**src/rtl/mem_access_unit.sv**
```systemverilog
// mem_access_unit: MAR/MDR registers and single-word SRAM access sequencer.
// IDLE -> ACCESS (WAIT_STATES cycles of strobes) -> DONE (MEM_READY pulse) -> IDLE.
// Optional macro MEM_IO_MAP_EN maps address 16'hFFFF to SW (read) and HEX_OUT (write).
module mem_access_unit #(
    parameter int unsigned WAIT_STATES = 2
) (
    input  logic        Clk,
    input  logic        Reset,
    input  logic [15:0] Bus,
    input  logic        LD_MAR,
    input  logic        LD_MDR,
    input  logic        MEM_REQ,
    input  logic        MEM_WE,
    output logic        BUSY,
    output logic        MEM_READY,
    output logic [15:0] MAR,
    output logic [15:0] MDR,
    output logic [15:0] ADDR,
    output logic [15:0] Data_to_SRAM,
    input  logic [15:0] Data_from_SRAM,
    output logic        CE_N,
    output logic        OE_N,
    output logic        WE_N,
    input  logic [9:0]  SW,
    output logic [15:0] HEX_OUT
);

    if (WAIT_STATES < 1 || WAIT_STATES > 15) begin : g_bad_wait_states
        $error("mem_access_unit: WAIT_STATES must be in 1..15");
    end

    localparam logic [3:0] CntLoad = 4'(WAIT_STATES - 1);

    typedef enum logic [1:0] {StIdle, StAccess, StDone} state_e;

    state_e      state_q, state_d;
    logic [3:0]  cnt_q, cnt_d;
    logic        dir_q, dir_d;   // 1 = write
    logic [15:0] mar_q, mar_d;
    logic [15:0] mdr_q, mdr_d;
    logic        is_io;

`ifdef MEM_IO_MAP_EN
    logic [15:0] hex_q, hex_d;

    // MAR is frozen for the whole access, so this decode is stable and input-free.
    assign is_io   = (mar_q == 16'hFFFF);
    assign HEX_OUT = hex_q;

    // Display register, written by an I/O write at the ACCESS->DONE edge.
    always_ff @(posedge Clk) begin
        if (Reset) begin
            hex_q <= '0;
        end else begin
            hex_q <= hex_d;
        end
    end

    // Next value of the display register.
    always_comb begin
        hex_d = hex_q;
        if (state_q == StAccess && cnt_q == 4'd0 && dir_q && is_io) begin
            hex_d = mdr_q;
        end
    end
`else
    assign is_io   = 1'b0;
    assign HEX_OUT = '0;
`endif

    // State and datapath registers.
    always_ff @(posedge Clk) begin
        if (Reset) begin
            state_q <= StIdle;
            cnt_q   <= '0;
            dir_q   <= 1'b0;
            mar_q   <= '0;
            mdr_q   <= '0;
        end else begin
            state_q <= state_d;
            cnt_q   <= cnt_d;
            dir_q   <= dir_d;
            mar_q   <= mar_d;
            mdr_q   <= mdr_d;
        end
    end

    // Next-state logic; register loads only honoured in IDLE.
    always_comb begin
        state_d = state_q;
        cnt_d   = cnt_q;
        dir_d   = dir_q;
        mar_d   = mar_q;
        mdr_d   = mdr_q;
        unique case (state_q)
            StIdle: begin
                if (LD_MAR) mar_d = Bus;
                if (LD_MDR) mdr_d = Bus;
                if (MEM_REQ) begin
                    dir_d   = MEM_WE;
                    cnt_d   = CntLoad;
                    state_d = StAccess;
                end
            end
            StAccess: begin
                if (cnt_q == 4'd0) begin
                    state_d = StDone;
                    if (!dir_q) mdr_d = is_io ? {6'b0, SW} : Data_from_SRAM;
                end else begin
                    cnt_d = cnt_q - 4'd1;
                end
            end
            StDone:  state_d = StIdle;
            default: state_d = StIdle;
        endcase
    end

    // Outputs decoded from registered state only.
    always_comb begin
        BUSY         = (state_q != StIdle);
        MEM_READY    = (state_q == StDone);
        CE_N         = !(state_q == StAccess && !is_io);
        OE_N         = !(state_q == StAccess && !is_io && !dir_q);
        WE_N         = !(state_q == StAccess && !is_io && dir_q);
        MAR          = mar_q;
        MDR          = mdr_q;
        ADDR         = mar_q;
        Data_to_SRAM = mdr_q;
    end

endmodule

```
**config.mk**
```make
export PLATFORM = sky130hd
export DESIGN_NAME = mem_access_unit
export DESIGN_NICKNAME = d
export VERILOG_FILES = /design/src/rtl/mem_access_unit.sv
export SDC_FILE = /design/constraint.sdc
export NUM_CORES = 1
export LEC_CHECK = 0
export ABC_CLOCK_PERIOD_IN_PS = 2110
export BUFFER_PORTS_ARGS = -buffer_cell sky130_fd_sc_hd__buf_4
export CAP_MARGIN = 20
export CORE_UTILIZATION = 42
export DETAILED_ROUTE_END_ITERATION = 16
export PLACE_DENSITY = 0.85
export RECOVER_POWER = 25
export SLEW_MARGIN = 10
export SYNTH_ARGS = -nofsm -noshare
export SYNTH_HDL_FRONTEND = slang
export SYNTH_SLANG_ARGS = --single-unit
```
**constraint.sdc**
```tcl
create_clock -name Clk -period 2.11 [get_ports Clk]
set_input_delay 0.1055 -clock Clk [delete_from_list [all_inputs] [get_ports Clk]]
set_output_delay 0.1055 -clock Clk [all_outputs]
set_load 0.02 [all_outputs]
```
* Word-level counts from Yosys, hierarchy flattened
Index checks and enable logic that the tools add are counted.
** Storage, ports and cells
- Output and inout bits :: 85
- Bits in registers :: 39
- Word-level logic and storage cells :: 38
** Operators by class
- Reduce and logical (&&, ||, !) cells :: 15
- Muxes and demuxes :: 10
- Add/subtract/negate cells :: 1
- Equality and inequality tests :: 7
** Operators with widths (number)
- 16-bit 2-to-1 mux :: 3
- 16-bit case mux with 2 select lines :: 1
- 2-bit != test (second input constant) :: 5
- 4-bit 2-to-1 mux :: 2
- 4-bit case mux with 2 select lines :: 1
- 2-bit AND reduction :: 3
- 1-bit zero test :: 4
- 4-bit zero test :: 1
- 2-bit 2-to-1 mux :: 2
- 2-bit case mux with 2 select lines :: 1
- 4-bit AND reduction :: 1
- 2-bit nonzero test :: 2
- 4-bit by 1-bit subtractor with 4-bit output (second input constant) :: 1
- 3-bit AND reduction :: 1
- 2-bit by 1-bit == test with 1-bit output (second input constant) :: 1
- 2-bit == test (second input constant) :: 1
- 1-bit logical AND :: 2
- 2-bit zero test :: 1

* Logic depth before layout (Yosys ltp)
Gate-level depths: netlist of run 1.
- Depth in word-level cells :: 3
- Gate-level depth with buffers :: 7

* Least setup slack after synthesis of run 1
No wires, ideal clock.
- Path kind :: reg2reg
- Start :: reg cnt_q[0]
- End :: reg mdr_q[12] (netlist: Data_to_SRAM[12])
- Period minus slack after synthesis :: 1.833 ns
- Arrival time :: 1.744 ns
- Cell stages (with the launch flop) :: 8
- Slack :: 0.277 ns
- Required time :: 2.021 ns
- Library setup time :: 0.089 ns
- Cell sequence :: dfxtp_1 inv_1 ha_1 or3b_4 a221oi_4 buf_6 nor2_1 a311oi_2
** On the way
- Longest elaborated chain between the ends :: 3
** Ends and longest elaborated chain
- from (decl) :: RTL line 37 : logic [3:0] cnt_q, cnt_d;
- from (signal assigned) :: RTL line 81 : cnt_q <= cnt_d;
- 4-bit zero test :: RTL line 106 : if (cnt_q == 4'd0) begin
- 2-bit != test (no source line)
- 4-bit AND reduction (no source line)
- to (signal assigned) :: RTL line 84 : mdr_q <= mdr_d;
- to (decl) :: RTL line 40 : logic [15:0] mdr_q, mdr_d;
No other way between the ends.
A chain may end at the register's enable or synchronous reset.

* Worst setup path in the final report of run 1
- Start :: reg cnt_q[0]
- End :: reg mdr_q[9] (netlist: Data_to_SRAM[9])
Same word-level chain as after synthesis.

==> impl_metrics.json, run 1 <==
{
  "critical-path-max-stage-delay_ns": 0.42,
  "grt_pass1_vias": 1668,
  "crit_path_end_kind": "flip-flop",
  "synthDominantCellAreaShare": 0.380,
  "finalSetupViolCount": 0,
  "path_delay_family": "compound AO/OA/AOI/OAI gates",
  "critical_path.max_fanout": 32,
  "critPathBufInv": 2,
  "chipWidth_um": 71.9,
  "timing_max_transition_violations_final": 0,
  "dr.pass1.iters": 4,
  "vdd.ir_drop.worst_mv": 0.323,
  "cts_tree": "yes",
  "crit_slowest_cell": "sky130_fd_sc_hd__or3b_4",
  "drive_above_1_share": 0.332,
  "cts_hold_buf": 0,
  "timing_worst_slew_pin_value_ns": 0.535,
  "drt_iter0_markers": 94,
  "overflow": 0,
  "fin_cells": 389,
  "pwr_density_cell_nw_per_um2": 812,
  "grt_pass1_wl_um": 7470,
  "detail_route.wirelength.met1_um": 2040,
  "synth_seq_cells": 39,
  "finalCriticalPeriod_ns": 1.99,
  "grt_max_degree": 39,
  "ctsRootBufferMaster": "sky130_fd_sc_hd__clkbuf_8",
  "ant_nets": 0,
  "synth_compound_gate_area_share": 0.177,
  "synth_xor_xnor_area_share": 0.00853,
  "grt_antenna_before_repair": 0,
  "worst-endpoint-arrival_ns": 2.18,
  "cts.path.max_buffers": 2,
  "post_synth_num_cell_types": 24,
  "place_inst": 381,
  "number_of_enable_flip_flop_cells_after_synthesis": 0,
  "place.detailed.hpwl_um": 3650,
  "leakage_nw": 1.16,
  "total_switching_power_mw": 0.734,
  "vias": 1776,
  "data_required_time_at_the_worst_endpoint_ns": 2.30,
  "synth.area.top_cells": "sky130_fd_sc_hd__dfxtp_1 38%, sky130_fd_sc_hd__buf_4 18%, sky130_fd_sc_hd__nand2_1 13%",
  "antennaDiodeCount": 0,
  "period_share": 0.943,
  "postSynthCellCount": 250,
  "floorplan.io_pins": 133,
  "grt_setup_unrepaired": "false",
  "tritoncts.num_buffers": 5,
  "maxClockFrequency_mhz": 503,
  "multiplexer_fraction_of_the_synthesized_cell_area": 0,
  "seq_power_share": 0.410,
  "netSwitchingFraction": 0.346,
  "row_count": 25,
  "final_net_count": 371,
  "timing.setup.critical_path_class": "flip-flop to flip-flop",
  "post_synth_fa_ha_maj_area_fraction": 0.0122,
  "initial_utilization": 0.435,
  "cts.sinks": 39,
  "cap_viol_max_count": 0,
  "design.die.area_sq_um": 5180,
  "total_of_cells_resized_after_clock_tree_synthesis": 0,
  "die_y_um": 71.9,
  "min-delay-path-class": "input pin to flip-flop",
  "globalRouteTotalUtil": 0.184,
  "synthSimpleGateAreaFrac": 0.205,
  "gp_routability_congestion": 0.858,
  "clock_insertion_delay_worst_skew_ns": 0.28,
  "routed_via_density": 4.57,
  "netlist_top_cells_count": "69 x sky130_fd_sc_hd__nand2_1, 49 x sky130_fd_sc_hd__buf_4, 39 x sky130_fd_sc_hd__dfxtp_1, 19 x sky130_fd_sc_hd__a21oi_1, 19 x sky130_fd_sc_hd__nor2_1",
  "clkSlewWorstSetupHoldPaths_ns": 0.07,
  "areaGrowthSynthToFinish_pct": 26.9,
  "cp-start-kind": "flip-flop",
  "synth.yosys.seq_area_share": 0.380,
  "ys_async_sr_fraction": 0,
  "yosysMostFrequentCell": "sky130_fd_sc_hd__nand2_1",
  "met2RoutedLength_um": 2460,
  "io_buffer_count": 106,
  "wl_per_cell_um": 12.3,
  "dominantRegCellSynth": "sky130_fd_sc_hd__dfxtp_1",
  "critical_path.cell_chain": "inv_1 -> ha_1 -> or3b_4 -> a221oi_4 -> buf_12 -> nor2_1 -> a311oi_2",
  "drcViolationCount": 0,
  "core_outline_area_sq_um": 4720,
  "intPower_mw": 1.38,
  "totalWireLength_um": 4780,
  "htreeDepth": 2,
  "cts_setup_buffers": 0,
  "synth_top_family_by_area": "buffers and inverters",
  "top_signal_layer_used": "met4",
  "power.combinational.fraction": 0.337,
  "syn-cell-area_sq_um": 2050,
  "outcome": "finished, final reports clean",
  "clock-skew-final_ns": 0.00360,
  "detailroute.wirelength.met3_um": 230,
  "yosysWarnings": 0,
  "yosysTopAreaCell": "sky130_fd_sc_hd__dfxtp_1",
  "hold_violations": 0,
  "clockPowerShare": 0.253,
  "fin_setup_tns_ns": 0,
  "mean_cell_area_of_the_mapped_netlist_sq_um": 8.22,
  "timing.slew.headroom": 0.643
}
-- cell usage in the layout (no fill, tap or decap), types with 3 or more instances in the layout --
cell type	count
sky130_fd_sc_hd__a21oi_1	19
sky130_fd_sc_hd__a311oi_2	14
sky130_fd_sc_hd__buf_4	83
sky130_fd_sc_hd__clkbuf_1	27
sky130_fd_sc_hd__clkbuf_8	7
sky130_fd_sc_hd__conb_1	16
sky130_fd_sc_hd__dfxtp_1	39
sky130_fd_sc_hd__inv_1	3
sky130_fd_sc_hd__nand2_1	69
sky130_fd_sc_hd__nand2b_1	4
sky130_fd_sc_hd__nand3_1	4
sky130_fd_sc_hd__nor2_1	19
-- tightest hold or removal path, stage by stage --
cell,delay (ns)
sky130_fd_sc_hd__buf_4,0.11
sky130_fd_sc_hd__nand2_1,0.05
sky130_fd_sc_hd__a21oi_1,0.05
-- power by group through the flow --
stage / Clock (mW) / Sequential, mW / Combinational (mW)
after floorplan: 0 / 0.955 / 0.485
after global placement: 0 / 0.883 / 0.747
after detailed placement: 0 / 0.888 / 0.759
after CTS: 0.549 / 0.871 / 0.760
after global routing: 0.585 / 0.879 / 0.770
final: 0.535 / 0.869 / 0.713
-- layer usage --
layer / track usage / vias up
met1: 0.225 / 817
li1: - / 896
met5: 0 / -
met4: 0.0545 / 0
met3: 0.0458 / 4
met2: 0.322 / 59
-- flip-flops by register name, summed over array words and instances (netlist names) --
signal        flops
ADDR             16
Data_to_SRAM     16
cnt_q             4
state_q           2
dir_q             1
-- worst paths after layout --
| check | from | end | slack (ns) | cells past startpoint |
|---|---|---|---|---|
| max | cnt_q[0] | Data_to_SRAM[9] | 0.12 | 7 |
| min reg2reg | ADDR[14] | ADDR[14] | 0.47 | 2 |
| min | Bus[8] | ADDR[8] | 0.08 | 3 |
| max reg2reg | cnt_q[0] | Data_to_SRAM[9] | 0.12 | 7 |
-- stage by stage --
step / hold slack [ns] / setup WS (ns) / power (mW) / area, sq um / utilization
finish: 0.0810 / 0.121 / 2.12 / 2610 / 0.552
global route: 0.0716 / 0.000420 / 2.23 / 2610 / 0.552
CTS: 0.0748 / 0.111 / 2.18 / 2710 / 0.573
detailed placement: 0.376 / 0.138 / 1.65 / 2610 / 0.552
global placement: 0.364 / 0.216 / 1.63 / 2610 / 0.552
floorplan: 0.242 / 0.277 / 1.44 / 2110 / -
-- kinds of logic (layout without fill, tap and decap cells) --
logic type	Yosys count	count (layout)
DFF	39	39
AOI/OAI and AO/OA	38	38
and+or+nand+nor	103	103
adders and majority gates	2	2
xor gates and xnor gates	2	2
other	1	16
buffers and inverters	65	122
-- area by class of cell --
class	instances	area (sq um)
Clock buffer	8	100
Multi-Input combinational cell	161	887
Timing Repair Buffer	110	741
Fill cell	455	2120
Sequential cell	39	781
Inverter	4	15.0
Tap cell	67	83.8
(Power assumes the default switching activity.)
==> inputs of run 2 (changes only) <==
--- a/config.mk
+++ b/config.mk
@@ -8,9 +8,11 @@
 export ABC_CLOCK_PERIOD_IN_PS = 2110
 export BUFFER_PORTS_ARGS = -buffer_cell sky130_fd_sc_hd__buf_4
 export CAP_MARGIN = 20
-export CORE_UTILIZATION = 42
+export CELL_PAD_IN_SITES_DETAIL_PLACEMENT = 0
+export CELL_PAD_IN_SITES_GLOBAL_PLACEMENT = 2
+export CORE_UTILIZATION = 22
 export DETAILED_ROUTE_END_ITERATION = 16
-export PLACE_DENSITY = 0.85
+export PLACE_DENSITY = 0.86
 export RECOVER_POWER = 25
 export SLEW_MARGIN = 10
 export SYNTH_ARGS = -nofsm -noshare
==> run 2 against run 1 <==
Register-to-register slack improved by 0.04 ns. Flip-flop and latch count did not move. Largest cell class unchanged. Clock-buffer cell count fell by 3. Highest routed layer unchanged. Critical path type unchanged. Clock skew up 0.0080 ns. Global-route usage decreased by 7.4 points. Fmax increased by 2.3%. Largest power group unchanged. Combinational power grew 4.5%. Setup slack better by 0.045 ns. Power rose by 1.3%.
==> impl_metrics.json, run 2 (same netlist as run 1, synthesis figures left out) <==
{
  "maxClockFrequency_mhz": 514,
  "layout.cells.most_common_list": "83 x sky130_fd_sc_hd__buf_4, 69 x sky130_fd_sc_hd__nand2_1, 39 x sky130_fd_sc_hd__dfxtp_1",
  "critical_path.max_fanout": 16,
  "routed_via_density": 4.08,
  "vias": 1764,
  "vdd.ir_drop.worst_mv": 0.260,
  "dr.pass1.iters": 4,
  "timing.setup.critical_path_class": "flip-flop to flip-flop",
  "crit_path_end_kind": "flip-flop",
  "fin_cells": 432,
  "cts.sinks": 39,
  "grt_pass1_vias": 1484,
  "drt_iter0_markers": 50,
  "leakage_nw": 1.17,
  "place.detailed.hpwl_um": 4320,
  "cap_viol_max_count": 0,
  "globalRouteTotalUtil": 0.111,
  "grt_antenna_before_repair": 0,
  "place_inst": 422,
  "reg2reg_setup_slack_ns": 0.17,
  "wl_per_cell_um": 13.3,
  "core_outline_area_sq_um": 8890,
  "layout_commonest_cell": "sky130_fd_sc_hd__buf_4",
  "hold_violations": 0,
  "layout.filler_cells": 931,
  "cp-start-kind": "flip-flop",
  "cts_tree": "yes",
  "grt_setup_unrepaired": "false",
  "regToRegStartpoint": "cnt_q[0]",
  "drcViolationCount": 0,
  "timing.slew.headroom": 0.625,
  "clock-skew-final_ns": 0.0116,
  "timing.reg2reg.worst_path_depth": 7,
  "totalWireLength_um": 5750,
  "io_buffer_count": 106,
  "total_of_cells_resized_after_clock_tree_synthesis": 0,
  "timing_worst_slew_pin_value_ns": 0.561,
  "overflow": 0,
  "outcome": "finished, final reports clean",
  "drive_above_1_share": 0.340,
  "period_share": 0.922,
  "min-delay-path-class": "input pin to flip-flop",
  "row_count": 34,
  "min_delay_path_depth": 3,
  "ctsRootBufferMaster": "sky130_fd_sc_hd__clkbuf_8",
  "grt_max_degree": 39,
  "htreeDepth": 2,
  "holdCritStartpoint": "Bus[9]",
  "reg2reg_to": "Data_to_SRAM[8]",
  "ant_nets": 0,
  "tritoncts.num_buffers": 5,
  "clkSlewWorstSetupHoldPaths_ns": 0.09,
  "worst_hold_path.endpoint": "ADDR[9]",
  "grt_pass1_wl_um": 8130,
  "floorplan.io_pins": 133,
  "worst-endpoint-arrival_ns": 2.12,
  "cts.path.max_buffers": 2,
  "final_net_count": 373,
  "chipWidth_um": 98.6,
  "finalSetupViolCount": 0,
  "fin_setup_tns_ns": 0,
  "cts_hold_buf": 0,
  "data_required_time_at_the_worst_endpoint_ns": 2.28,
  "cts_setup_buffers": 0,
  "finalCriticalPeriod_ns": 1.94,
  "timing_max_transition_violations_final": 0,
  "antennaDiodeCount": 0,
  "initial_utilization": 0.231,
  "clock_insertion_delay_worst_skew_ns": 0.30,
  "areaGrowthSynthToFinish_pct": 30.6,
  "design.die.area_sq_um": 9730,
  "die_y_um": 98.6,
  "gp_routability_congestion": 0.775,
  "pwr_density_cell_nw_per_um2": 799
}
[run 2: cell types whose count changed in the layout (fill, tap and decap cells not counted)]
cell | before | now
sky130_fd_sc_hd__nor2b_1 | 2 | 1
sky130_fd_sc_hd__clkbuf_16 | 0 | 1
sky130_fd_sc_hd__clkinvlp_4 | 0 | 1
sky130_fd_sc_hd__clkinv_4 | 0 | 2
sky130_fd_sc_hd__clkbuf_8 | 7 | 5
sky130_fd_sc_hd__nor2b_2 | 0 | 1
[run 2: area by class of cell]
cell class	count	area, sq um	area share
Clock buffer	5	68.8	0.0256
Clock inverter	3	25.0	0.00932
Multi-Input combinational cell	161	890	0.331
Tap cell	108	135	0.0503
Timing Repair Buffer	112	769	0.287
Inverter	4	15.0	0.00559
Sequential cell	39	781	0.291
[run 2: per-layer routing]
layer / track usage / part of all wire / up-vias
met1: 0.138 / 0.46 / 796
met5: 0 / 0 / -
met3: 0.0234 / 0.040 / 4
li1: - / - / 905
met2: 0.186 / 0.49 / 59
met4: 0.0448 / 0.014 / 0
[run 2: worst max-delay path by stage]
stage | start | to | slack, ns | depth (start not counted)
finish | cnt_q[0] | Data_to_SRAM[8] | 0.17 | 7
detailed placement | cnt_q[0] | Data_to_SRAM[14] | 0.14 | 7
CTS | cnt_q[0] | Data_to_SRAM[14] | 0.12 | 7
global placement | cnt_q[0] | Data_to_SRAM[15] | 0.20 | 7
floorplan | cnt_q[0] | Data_to_SRAM[12] | 0.28 | 7
global route | cnt_q[0] | Data_to_SRAM[1] | 0.04 | 7
[run 2: metrics by stage]
step / cell area [sq um] / hold slack [ns] / setup WS, ns / utilization / power, mW
6_report: 2680 / 0.0517 / 0.166 / 0.302 / 2.14
5_1_grt: 2680 / 0.0580 / 0.0393 / 0.302 / 2.27
4_1_cts: 2750 / 0.0411 / 0.121 / 0.310 / 2.20
3_5_place_dp: 2660 / 0.374 / 0.144 / 0.299 / 1.66
3_3_place_gp: 2660 / 0.367 / 0.203 / 0.299 / 1.65
2_1_floorplan: 2110 / 0.242 / 0.277 / - / 1.44
[run 2: worst max-delay path: stages, from the launching register on]
cell,delay (ns)
sky130_fd_sc_hd__dfxtp_1,0.32
sky130_fd_sc_hd__inv_1,0.11
sky130_fd_sc_hd__ha_1,0.15
sky130_fd_sc_hd__or3b_4,0.42
sky130_fd_sc_hd__a221oi_4,0.35
sky130_fd_sc_hd__buf_4,0.18
sky130_fd_sc_hd__clkbuf_16,0.18
sky130_fd_sc_hd__a311oi_2,0.10
[run 2: power by group]
part           internal [mW]  switching (mW)  total [mW]
combinational          0.295           0.451       0.745
clock                  0.236           0.294       0.531
sequential             0.809          0.0591       0.868
==> inputs of run 3 (changes only) <==
--- a/config.mk
+++ b/config.mk
@@ -5,14 +5,14 @@
 export SDC_FILE = /design/constraint.sdc
 export NUM_CORES = 1
 export LEC_CHECK = 0
-export ABC_CLOCK_PERIOD_IN_PS = 2110
+export ABC_CLOCK_PERIOD_IN_PS = 2400
 export BUFFER_PORTS_ARGS = -buffer_cell sky130_fd_sc_hd__buf_4
 export CAP_MARGIN = 20
 export CELL_PAD_IN_SITES_DETAIL_PLACEMENT = 0
 export CELL_PAD_IN_SITES_GLOBAL_PLACEMENT = 2
-export CORE_UTILIZATION = 22
+export CORE_UTILIZATION = 23
 export DETAILED_ROUTE_END_ITERATION = 16
-export PLACE_DENSITY = 0.86
+export PLACE_DENSITY = 0.89
 export RECOVER_POWER = 25
 export SLEW_MARGIN = 10
 export SYNTH_ARGS = -nofsm -noshare
==> constraint.sdc (replaced) <==
create_clock -name Clk -period 2.4 [get_ports Clk]
set_input_delay 0.12 -clock Clk [delete_from_list [all_inputs] [get_ports Clk]]
set_output_delay 0.12 -clock Clk [all_outputs]
set_load 0.02 [all_outputs]
==> run 3 against run 2 <==
Setup slack improved by 0.25 ns. Critical path type unchanged. Power decreased by 9.3%. Largest power group unchanged. Global-route usage increased by 0.19 points. Combinational power down 16%.
==> impl_metrics.json, run 3 (same netlist as run 1, synthesis figures left out) <==
{
  "clock_insertion_delay_worst_skew_ns": 0.29,
  "wl_per_cell_um": 12.5,
  "die_y_um": 96.5,
  "total_of_cells_resized_after_clock_tree_synthesis": 0,
  "design.die.area_sq_um": 9310,
  "hold_violations": 0,
  "globalRouteTotalUtil": 0.113,
  "maxClockFrequency_mhz": 504,
  "critical_path.max_fanout": 32,
  "leakage_nw": 1.16,
  "clock-skew-final_ns": 0.00597,
  "chipWidth_um": 96.5,
  "grt_max_degree": 39,
  "cts_tree": "yes",
  "grt_antenna_before_repair": 0,
  "clkSlewWorstSetupHoldPaths_ns": 0.08,
  "core_outline_area_sq_um": 8680,
  "drive_above_1_share": 0.335,
  "areaGrowthSynthToFinish_pct": 30.0,
  "cts_hold_buf": 0,
  "crit_path_end_kind": "flip-flop",
  "cts_setup_buffers": 0,
  "dr.pass1.iters": 8,
  "htreeDepth": 2,
  "gp_routability_congestion": 0.701,
  "overflow": 0,
  "floorplan.io_pins": 133,
  "timing.slew.headroom": 0.613,
  "ant_nets": 0,
  "data_required_time_at_the_worst_endpoint_ns": 2.60,
  "whs_ns": 0.0739,
  "totalWireLength_um": 5380,
  "final_core_util": 0.308,
  "holdCritStartpoint": "Bus[6]",
  "cts.path.max_buffers": 2,
  "timing_worst_slew_pin_value_ns": 0.579,
  "finalCriticalPeriod_ns": 1.98,
  "vdd.ir_drop.worst_mv": 0.259,
  "timing.setup.critical_path_class": "flip-flop to flip-flop",
  "vias": 1760,
  "min-delay-path-class": "input pin to flip-flop",
  "outcome": "finished, final reports clean",
  "grt_pass1_vias": 1507,
  "timing.reg2reg.worst_path_depth": 7,
  "layout.cells.most_common_list": "82 x sky130_fd_sc_hd__buf_4, 69 x sky130_fd_sc_hd__nand2_1, 39 x sky130_fd_sc_hd__dfxtp_1",
  "initial_utilization": 0.237,
  "row_count": 34,
  "drt_iter0_markers": 53,
  "worst-endpoint-arrival_ns": 2.19,
  "worst_hold_path.endpoint": "ADDR[6]",
  "min_delay_path_depth": 3,
  "cap_viol_max_count": 0,
  "grt_pass1_wl_um": 7820,
  "pwr_density_cell_nw_per_um2": 728,
  "reg2reg_to": "Data_to_SRAM[6]",
  "fin_setup_tns_ns": 0,
  "regToRegStartpoint": "cnt_q[0]",
  "tritoncts.num_buffers": 5,
  "final_net_count": 371,
  "layout.filler_cells": 961,
  "antennaDiodeCount": 0,
  "drcViolationCount": 0,
  "grt_setup_unrepaired": "false",
  "routed_via_density": 4.09,
  "cp-start-kind": "flip-flop",
  "layout_commonest_cell": "sky130_fd_sc_hd__buf_4",
  "place.detailed.hpwl_um": 4080,
  "finalSetupViolCount": 0,
  "cts.sinks": 39,
  "io_buffer_count": 106,
  "ctsRootBufferMaster": "sky130_fd_sc_hd__clkbuf_8",
  "period_share": 0.827,
  "reg2reg_setup_slack_ns": 0.42,
  "timing_max_transition_violations_final": 0
}
run 3: cell types whose count changed in the layout (fill, tap and decap cells not counted), sizes merged:
cell / previous run / this run
bufinv: 0 / 1
clkbuf: 33 / 32
buf: 84 / 83
clkinvlp: 1 / 0
run 3: area by class of cell:
cell class / instances / area [sq um] / area share
Multi-Input combinational cell: 161 / 890 / 0.333
Sequential cell: 39 / 781 / 0.292
Tap cell: 108 / 135 / 0.0506
Clock buffer: 5 / 68.8 / 0.0258
Timing Repair Buffer: 110 / 737 / 0.276
Clock inverter: 3 / 43.8 / 0.0164
Inverter: 4 / 15.0 / 0.00562
run 3: how the worst max path moves through the flow:
stage / from / end / depth (start not counted)
2_1_floorplan: cnt_q[0] / Data_to_SRAM[12] / 7
3_3_place_gp: cnt_q[0] / Data_to_SRAM[9] / 7
3_5_place_dp: cnt_q[0] / Data_to_SRAM[6] / 7
4_1_cts: cnt_q[0] / Data_to_SRAM[6] / 7
5_1_grt: cnt_q[0] / Data_to_SRAM[9] / 7
6_report: cnt_q[0] / Data_to_SRAM[6] / 7
run 3: stage by stage:
stage	std cells	area, sq um	total power, mW	setup slack, ns
floorplan	265	2110	1.27	0.567
global placement	422	2660	1.45	0.499
detailed placement	422	2660	1.45	0.451
CTS	430	2770	2.03	0.408
global route	430	2670	2.07	0.283
finish	430	2670	1.94	0.416
run 3: power by group:
part           internal, mW  switching, mW
registers             0.712         0.0519
clock network         0.310          0.245
logic                 0.242          0.385
run 3: critical path: stages, from the launching register on:
cell and delay [ns]:
sky130_fd_sc_hd__dfxtp_1 0.32, sky130_fd_sc_hd__inv_1 0.11, sky130_fd_sc_hd__ha_1 0.15, sky130_fd_sc_hd__or3b_4 0.41
sky130_fd_sc_hd__a221oi_4 0.33, sky130_fd_sc_hd__buf_12 0.24, sky130_fd_sc_hd__nor2_1 0.07, sky130_fd_sc_hd__a311oi_2 0.24
run 3: per-layer routing:
metal / up-vias / share of wire / GRT usage / routed length (um)
met5: - / 0 / 0 / 0
met4: 0 / 0.014 / 0.0368 / 76
met3: 6 / 0.063 / 0.0258 / 338
met2: 64 / 0.50 / 0.190 / 2700
met1: 793 / 0.42 / 0.141 / 2270
li1: 897 / - / - / -
